**config.mk**
```make
export PLATFORM = sky130hd
export DESIGN_NAME = addr8s_mod3_residue
export DESIGN_NICKNAME = d
export VERILOG_FILES = /design/src/rtl/addr8s_chk_pkg.sv /design/src/rtl/addr8s_mod3_residue.sv
export SDC_FILE = /design/constraint.sdc
export NUM_CORES = 1
export LEC_CHECK = 0
export ABC_AREA = 1
export BUFFER_PORTS_ARGS = -buffer_cell sky130_fd_sc_hd__buf_2
export CORE_AREA = 2 2 39 41
export DETAILED_ROUTE_END_ITERATION = 12
export DIE_AREA = 0 0 41 43
export SETUP_SLACK_MARGIN = 0.5
export SLEW_MARGIN = 20
export SYNTH_ARGS = -nofsm -noshare
export SYNTH_HDL_FRONTEND = slang
export SYNTH_SLANG_ARGS = --single-unit
```
**constraint.sdc**
```tcl
create_clock -name vclk -period 3.5
set_clock_uncertainty 0.1 [all_clocks]
set_input_delay 0.175 -clock vclk [all_inputs]
set_output_delay 0.175 -clock vclk [all_outputs]
set_load 0.05 [all_outputs]
```
**src/rtl/addr8s_chk_pkg.sv**
```systemverilog
// ---------------------------------------------------------------------------
// addr8s_chk_pkg
//   Shared types and helpers for the addr8s residue checker.
//   - res3_t  : a mod-3 residue, always holding 0..2
//   - state_t : checker FSM states (RUN, ALARM)
//   - OUT_W   : width of the adder result being checked
//   - mod3()  : sign-corrected residue, (u - corr) mod 3
//   - add3()  : residue addition, (x + y) mod 3
// ---------------------------------------------------------------------------
package addr8s_chk_pkg;

    typedef logic [1:0] res3_t;

    typedef enum logic {
        RUN   = 1'b0,
        ALARM = 1'b1
    } state_t;

    localparam int OUT_W = 9;

    // u is the residue of the unsigned reading, corr is the residue of the
    // weight removed by the sign bit. Both are in 0..2, so u + 3 - corr lies
    // in 1..5 and one conditional subtract brings it back to 0..2.
    function automatic res3_t mod3(input res3_t u, input res3_t corr);
        logic [2:0] t;
        t = {1'b0, u} + 3'd3 - {1'b0, corr};
        if (t >= 3'd3) begin
            t = t - 3'd3;
        end
        return t[1:0];
    endfunction

    function automatic res3_t add3(input res3_t x, input res3_t y);
        logic [2:0] t;
        t = {1'b0, x} + {1'b0, y};
        if (t >= 3'd3) begin
            t = t - 3'd3;
        end
        return t[1:0];
    endfunction

endpackage

```
**src/rtl/addr8s_mod3_residue.sv**
```systemverilog
// ---------------------------------------------------------------------------
// addr8s_mod3_residue
//   Combinational mod-3 residue of a W-bit two's complement value.
//   Ports:
//     x  in  [W-1:0]  two's complement value
//     r  out [1:0]    residue of x, 0..2
//   The signed value is u(x) - x[W-1] * 2^W. Since 2^W mod 3 is 1 for even W
//   and 2 for odd W, the sign bit only subtracts a constant residue.
// ---------------------------------------------------------------------------
module addr8s_mod3_residue
    import addr8s_chk_pkg::*;
#(
    parameter int W = 8
) (
    input  logic [W-1:0] x,
    output logic [1:0]   r
);

    localparam res3_t WRAP = (W % 2 == 0) ? 2'd1 : 2'd2;
    localparam logic [W-1:0] THREE = W'(3);

    logic [W-1:0] u_mod;
    res3_t        corr;

    always_comb begin
        u_mod = x % THREE;
        corr  = x[W-1] ? WRAP : 2'd0;
        r     = mod3(u_mod[1:0], corr);
    end

endmodule

```
==> results of run 1 <==
cells by family after synthesis:
group / after synthesis
xor+xnor: 1
simple gates: 50
compound gates: 7
fa+ha+maj: 6
buf+inv: 16
final cells by class:
cell class | instances | share of cell area, %
multi-input combinational | 64 | 56.96
tap | 16 | 2.008
inverter | 16 | 8.281
timing repair buffer | 40 | 32.75
cells in the mapped netlist:
master    number  share of area [%]
a21oi_1        1                1.2
a21oi_2        1                2.0
ha_1           6                 17
inv_1         14                 12
inv_2          2                1.7
nand2_1       29                 25
nand2_2        5                7.2
nand3_1        9                 10
nand3_2        3                6.9
nand3b_1       1                1.7
nor2_1         2                1.7
nor2_2         1                1.4
o21ai_0        1                1.2
o21ai_2        3                6.1
o21bai_1       1                1.7
xor2_1         1                2.0
worst min path at each step:
stage          endpoint  startpoint  slack [ns]
6_report           r[0]        x[7]        1.01
3_5_place_dp       r[0]        x[0]        1.11
5_1_grt            r[0]        x[7]        1.04
2_1_floorplan      r[0]        x[7]        0.67
4_1_cts            r[0]        x[7]        1.06
3_3_place_gp       r[0]        x[0]        1.09
through the flow:
step	power, mW	utilization (%)	cells
final	0.4478	72.06	136
after global routing	0.4789	72.06	136
after CTS	0.4052	61.93	134
after detailed placement	0.3258	51.63	122
after global placement	0.3179	51.63	122
after floorplan	0.2292	-	80
per-layer routing:
| layer | GRT usage [%] | vias up | share of wire, % |
|---|---|---|---|
| li1 | - | 334 | - |
| met1 | 15.19 | 309 | 38 |
| met2 | 30.63 | 16 | 56 |
| met3 | 2.618 | 4 | 4.3 |
| met4 | 5.333 | 0 | 2.2 |
| met5 | 0 | - | 0 |
worst max-delay path, delay by kind of cell:
| family | cells | cell delay, ns |
|---|---|---|
| AO/OA/AOI/OAI | 5 | 0.65 |
| buffers and inverters | 8 | 0.70 |
| AND/OR/NAND/NOR | 14 | 1.17 |
| adder cells (fa/ha/maj) | 5 | 0.87 |
power by group:
part	total, mW	switching (mW)	leakage (nW)	internal [mW]
Clock	0	0	0	0
Sequential	0	0	0	0
Combinational	0.448	0.233	0.515	0.215
repair_timing:
action                                 in CTS  in global routing
pin swaps                                   8                 20
resized for setup                          14                 30
setup endpoints to repair                   2                  2
endpoints found under the hold margin       0                  0
setup buffers                              12                  2
==> results.py, run 1 <==
metrics = {
    "worst_setup_path": {
        "crit_top_cell": "nand2_1",
        "worst_setup_path_start_kind": "input port",
        "max_stage_delay_ns": 0.25,
        "crit_fanout": 3,
        "critPathLaunch": "x[6]",
        "crit_slowest_cell": "ha_4",
        "critical_path_class": "input port to primary output",
        "arrival_ns": 3.55,
        "crit_end": "r[1]",
        "cp.required_ns": 3.22,
        "cp-end-kind": "primary output",
    },
    "grt": {
        "grt_max_degree": 5,
        "grt_pass1_vias": 579,
        "antenna_found_initial": 0,
        "grt_pass1_wl_um": 2076,
        "overflow": 0,
        "gr-usage-all-layers_pct": 15.88,
    },
    "logic_synthesis": {
        "synth_warnings": 0,
        "seq_area_frac_synth_pct": 0,
        "synth.distinct_cells": 16,
        "synthAdderAreaFrac_pct": 17.34,
        "synth_xor_area_share_pct": 2.023,
        "synth_top_family_by_area": "simple AND/OR/NAND/NOR gates",
        "synthCells": 80,
        "synth_mux_area_share_pct": 0,
        "synthesis.nets": 94,
        "avgSynthCellArea_um2": 5.411,
        "synth_area_um2": 432.9,
        "synth_compound_area_share_pct": 12.14,
        "synth_simple_gate_area_share_pct": 54.62,
    },
    "cells_and_area": {
        "regArea_um2": 0,
        "area_growth_pct": 130.3,
        "fill_cells": 106,
        "seq_cell_count": 0,
        "nClkBuffers": 0,
        "multi_input_area_um2": 568.0,
        "layout-drive-gt1-share_pct": 70.83,
        "final_common_cell": "buf_4",
        "final_nets": 136,
        "final_cell_mix": "buf_4, nand2_1, nand2_2, inv_1, nand2_4",
        "design_area_um2": 997.2,
        "n_antenna_cell": 0,
    },
    "floorplan": {
        "die_area_um2": 1763,
        "rows": 14,
        "die_w_um": 41,
        "die_h_um": 43,
        "core_area_um2": 1384,
        "ioPinCount": 10,
        "initial_core_util_pct": 31.28,
    },
    "sta": {
        "rsz0062_at_grt": "true",
        "setup_tns_ns": -0.6265,
        "hold_viol_final": 0,
        "slew_violations": 0,
        "hold_ws_ns": 1.014,
        "fin_ws_ns": -0.3229,
        "finalCritPeriodShare_pct": 109.2,
        "fmax_mhz": 261.6,
        "finalSetupViolCount": 2,
        "worstMarginPinSlew_ns": 0.1725,
        "fin_crit_ns": 3.823,
        "timing.slew.headroom_pct": 88.49,
    },
    "drt": {
        "vias_per_cell": 4.875,
        "wl_per_cell_um": 10.80,
        "antenna_left": 0,
        "first_pass_iters": 4,
        "drt_wl_total_um": 1469,
        "vias": 663,
        "drc": 0,
        "first_iter_violations": 8,
    },
    "run_status": {
        "status": "finished, violations left",
        "violations": "negative setup slack",
    },
    "placed_design": {
        "hpwl_um": 855.9,
        "dp_worst_setup_slack_ns": -0.4912,
        "gp_congestion": 0.6678,
        "place.port_buffers": 10,
        "placed_area_um2": 714.4,
    },
    "power": {
        "p_per_area_nw_per_um2": 449.0,
        "leakage_nw": 0.5148,
        "peakVddDrop_mv": 0.4998,
    },
    "clock_network": {
        "cts_hold_buf": 0,
    },
    "hold_path": {
        "hold-path-cell-count": 7,
        "hold_class": "input port to primary output",
    },
    "job": {
        "timing.max_cap.violations": 0,
    },
}
(Power assumes the default switching activity.)
==> inputs of run 2 (changes only) <==
ABC_AREA = not set   (was 1)
SLEW_MARGIN = not set   (was 20)
==> run 2 against run 1 <==
The flow still finishes with violations (negative setup slack). Non-clock buffer count grew 1. Count of clock-buffer cells in the layout stayed put. Fmax up 1.9%. Final area decreased by 7.5%. Routed wire length decreased by 4.8%. Sequential share of layout area unchanged. Total power is 15% lower. Synthesized cell count is 15% lower. Critical path type unchanged. Largest cell class unchanged.
==> results.py, run 2 <==
metrics = {
    "grt": {
        "grtUsageMet1_pct": 23.10,
        "antenna_found_initial": 0,
        "overflow": 0,
        "grt_use_met2_pct": 31.87,
        "busiest_layer": "met2",
        "grt_pass1_wl_um": 2318,
        "grt_max_degree": 9,
        "gr-usage-met3_pct": 0,
        "gr-usage-all-layers_pct": 17.48,
        "grt_pass1_vias": 596,
    },
    "placed_design": {
        "dp_worst_setup_slack_ns": -0.4173,
        "dp_cells": 113,
        "place.port_buffers": 10,
        "placed_area_um2": 763.2,
        "hpwl_um": 989.1,
        "gp_congestion": 0.7506,
    },
    "floorplan": {
        "ioPinCount": 10,
        "die_area_um2": 1763,
        "die_w_um": 41,
        "initial_core_util_pct": 34.72,
        "rows": 14,
        "core_area_um2": 1384,
        "die_h_um": 43,
    },
    "logic_synthesis": {
        "synthCells": 68,
        "avgSynthCellArea_um2": 7.066,
        "synth_area_um2": 480.5,
        "synth_area_leader_cell": "ha_1",
        "seq_area_frac_synth_pct": 0,
        "synthesis.nets": 82,
        "synth.distinct_cells": 34,
        "synth.area.top_cells": "ha_1, inv_1, o21ai_0",
        "yosysMostFrequentCell": "inv_1",
        "synth_common_cells": "inv_1, ha_1, nor2_1, o21ai_0",
        "synth_top_area_share_pct": 15.63,
        "synth_warnings": 0,
    },
    "sta": {
        "fin_ws_ns": -0.2522,
        "setup_tns_ns": -0.4981,
        "fin_crit_ns": 3.752,
        "hold_ws_ns": 1.075,
        "finalSetupViolCount": 2,
        "hold_viol_final": 0,
        "rsz0062_at_grt": "true",
        "worstMarginPinSlew_ns": 0.4505,
        "finalCritPeriodShare_pct": 107.2,
        "slew_violations": 0,
        "timing.slew.headroom_pct": 69.56,
        "fmax_mhz": 266.5,
    },
    "worst_setup_path": {
        "arrival_ns": 3.48,
        "cp.required_ns": 3.22,
        "critical_path_class": "input port to primary output",
        "cp-end-kind": "primary output",
        "crit_fanout": 4,
        "critPathLaunch": "x[7]",
        "worst_setup_path_start_kind": "input port",
    },
    "power": {
        "p_per_area_nw_per_um2": 412.4,
        "power_mw": 0.3803,
        "peakVddDrop_mv": 0.4922,
        "leakage_nw": 0.4147,
    },
    "cells_and_area": {
        "layout-drive-gt1-share_pct": 60.95,
        "n_antenna_cell": 0,
        "final_common_cell": "buf_4",
        "final_nets": 121,
        "area_growth_pct": 91.93,
        "fill_cells": 117,
        "seq_cell_count": 0,
        "design_area_um2": 922.1,
        "final_core_util_pct": 66.64,
        "final_cell_mix": "buf_4, nor2_1, inv_1, buf_2",
        "multi_input_area_um2": 541.8,
        "instances_no_fill": 121,
        "regArea_um2": 0,
        "nClkBuffers": 0,
    },
    "job": {
        "timing.max_cap.violations": 0,
    },
    "clock_network": {
        "cts_hold_buf": 0,
    },
    "run_status": {
        "violations": "negative setup slack",
        "status": "finished, violations left",
    },
    "drt": {
        "vias_per_cell": 5.149,
        "first_iter_violations": 2,
        "wl_per_cell_um": 11.56,
        "drt_wl_total_um": 1399,
        "antenna_left": 0,
        "drc": 0,
        "first_pass_iters": 4,
        "vias": 623,
    },
    "hold_path": {
        "hold_class": "input port to primary output",
        "hp-start": "x[0]",
    },
}
[run 2: cell types whose count changed after synthesis, sizes merged, moves of 3 or more]
cell | before | now
buf | 0 | 3
inv | 16 | 7
nand2 | 34 | 4
nand3 | 12 | 0
o211ai | 0 | 3
[run 2: repair_timing]
action                                  4_1_cts  5_1_grt
endpoints found under the setup margin        2        2
setup buffers                                 5        3
pin swaps                                    10       12
resized for setup                            16       10
[run 2: routing by layer]
layer	share of wire, %	vias to the layer above	wire [um]
met5	0	-	0
met4	0	0	0
met3	0.93	0	13
met2	56	4	781
met1	43	297	604
li1	-	322	-
[run 2: area by class of cell]
type | instances | area share [%]
multi-input combinational | 57 | 58.75
timing repair buffer | 41 | 35.96
inverter | 7 | 3.121
tap | 16 | 2.171
[run 2: final timing paths]
kind	end	cells after the start	slack, ns
setup / recovery	r[1]	21	-0.25
hold / removal	r[0]	7	1.08
[run 2: kinds of logic after synthesis]
| group | share of synthesized area, % |
|---|---|
| AND/OR/NAND/NOR | 31.25 |
| multiplexers | 7.291 |
| buffers and inverters | 10.68 |
| adder cells (fa/ha/maj) | 15.62 |
| XOR/XNOR | 7.293 |
| AO/OA/AOI/OAI | 27.86 |
[run 2: report_power, final]
part           total, mW  switching [mW]  leakage [nW]  internal, mW
logic              0.380           0.190         0.415         0.191
clock network          0               0             0             0
registers              0               0             0             0
total              0.380           0.190         0.415         0.191
[run 2: critical path: stages]
cell and delay, ns:
buf_8 0.10, buf_4 0.13, nor3b_4 0.14, a21oi_2 0.14
o21ba_4 0.17, a311o_1 0.34, ha_2 0.20, a211o_1 0.23
mux2i_2 0.19, ha_2 0.20, a31o_1 0.13, xnor2_1 0.13
ha_2 0.19, inv_2 0.05, ha_4 0.27, inv_4 0.03
ha_4 0.15, nor2b_4 0.12, nand2_2 0.09, o21ai_4 0.13
buf_6 0.17
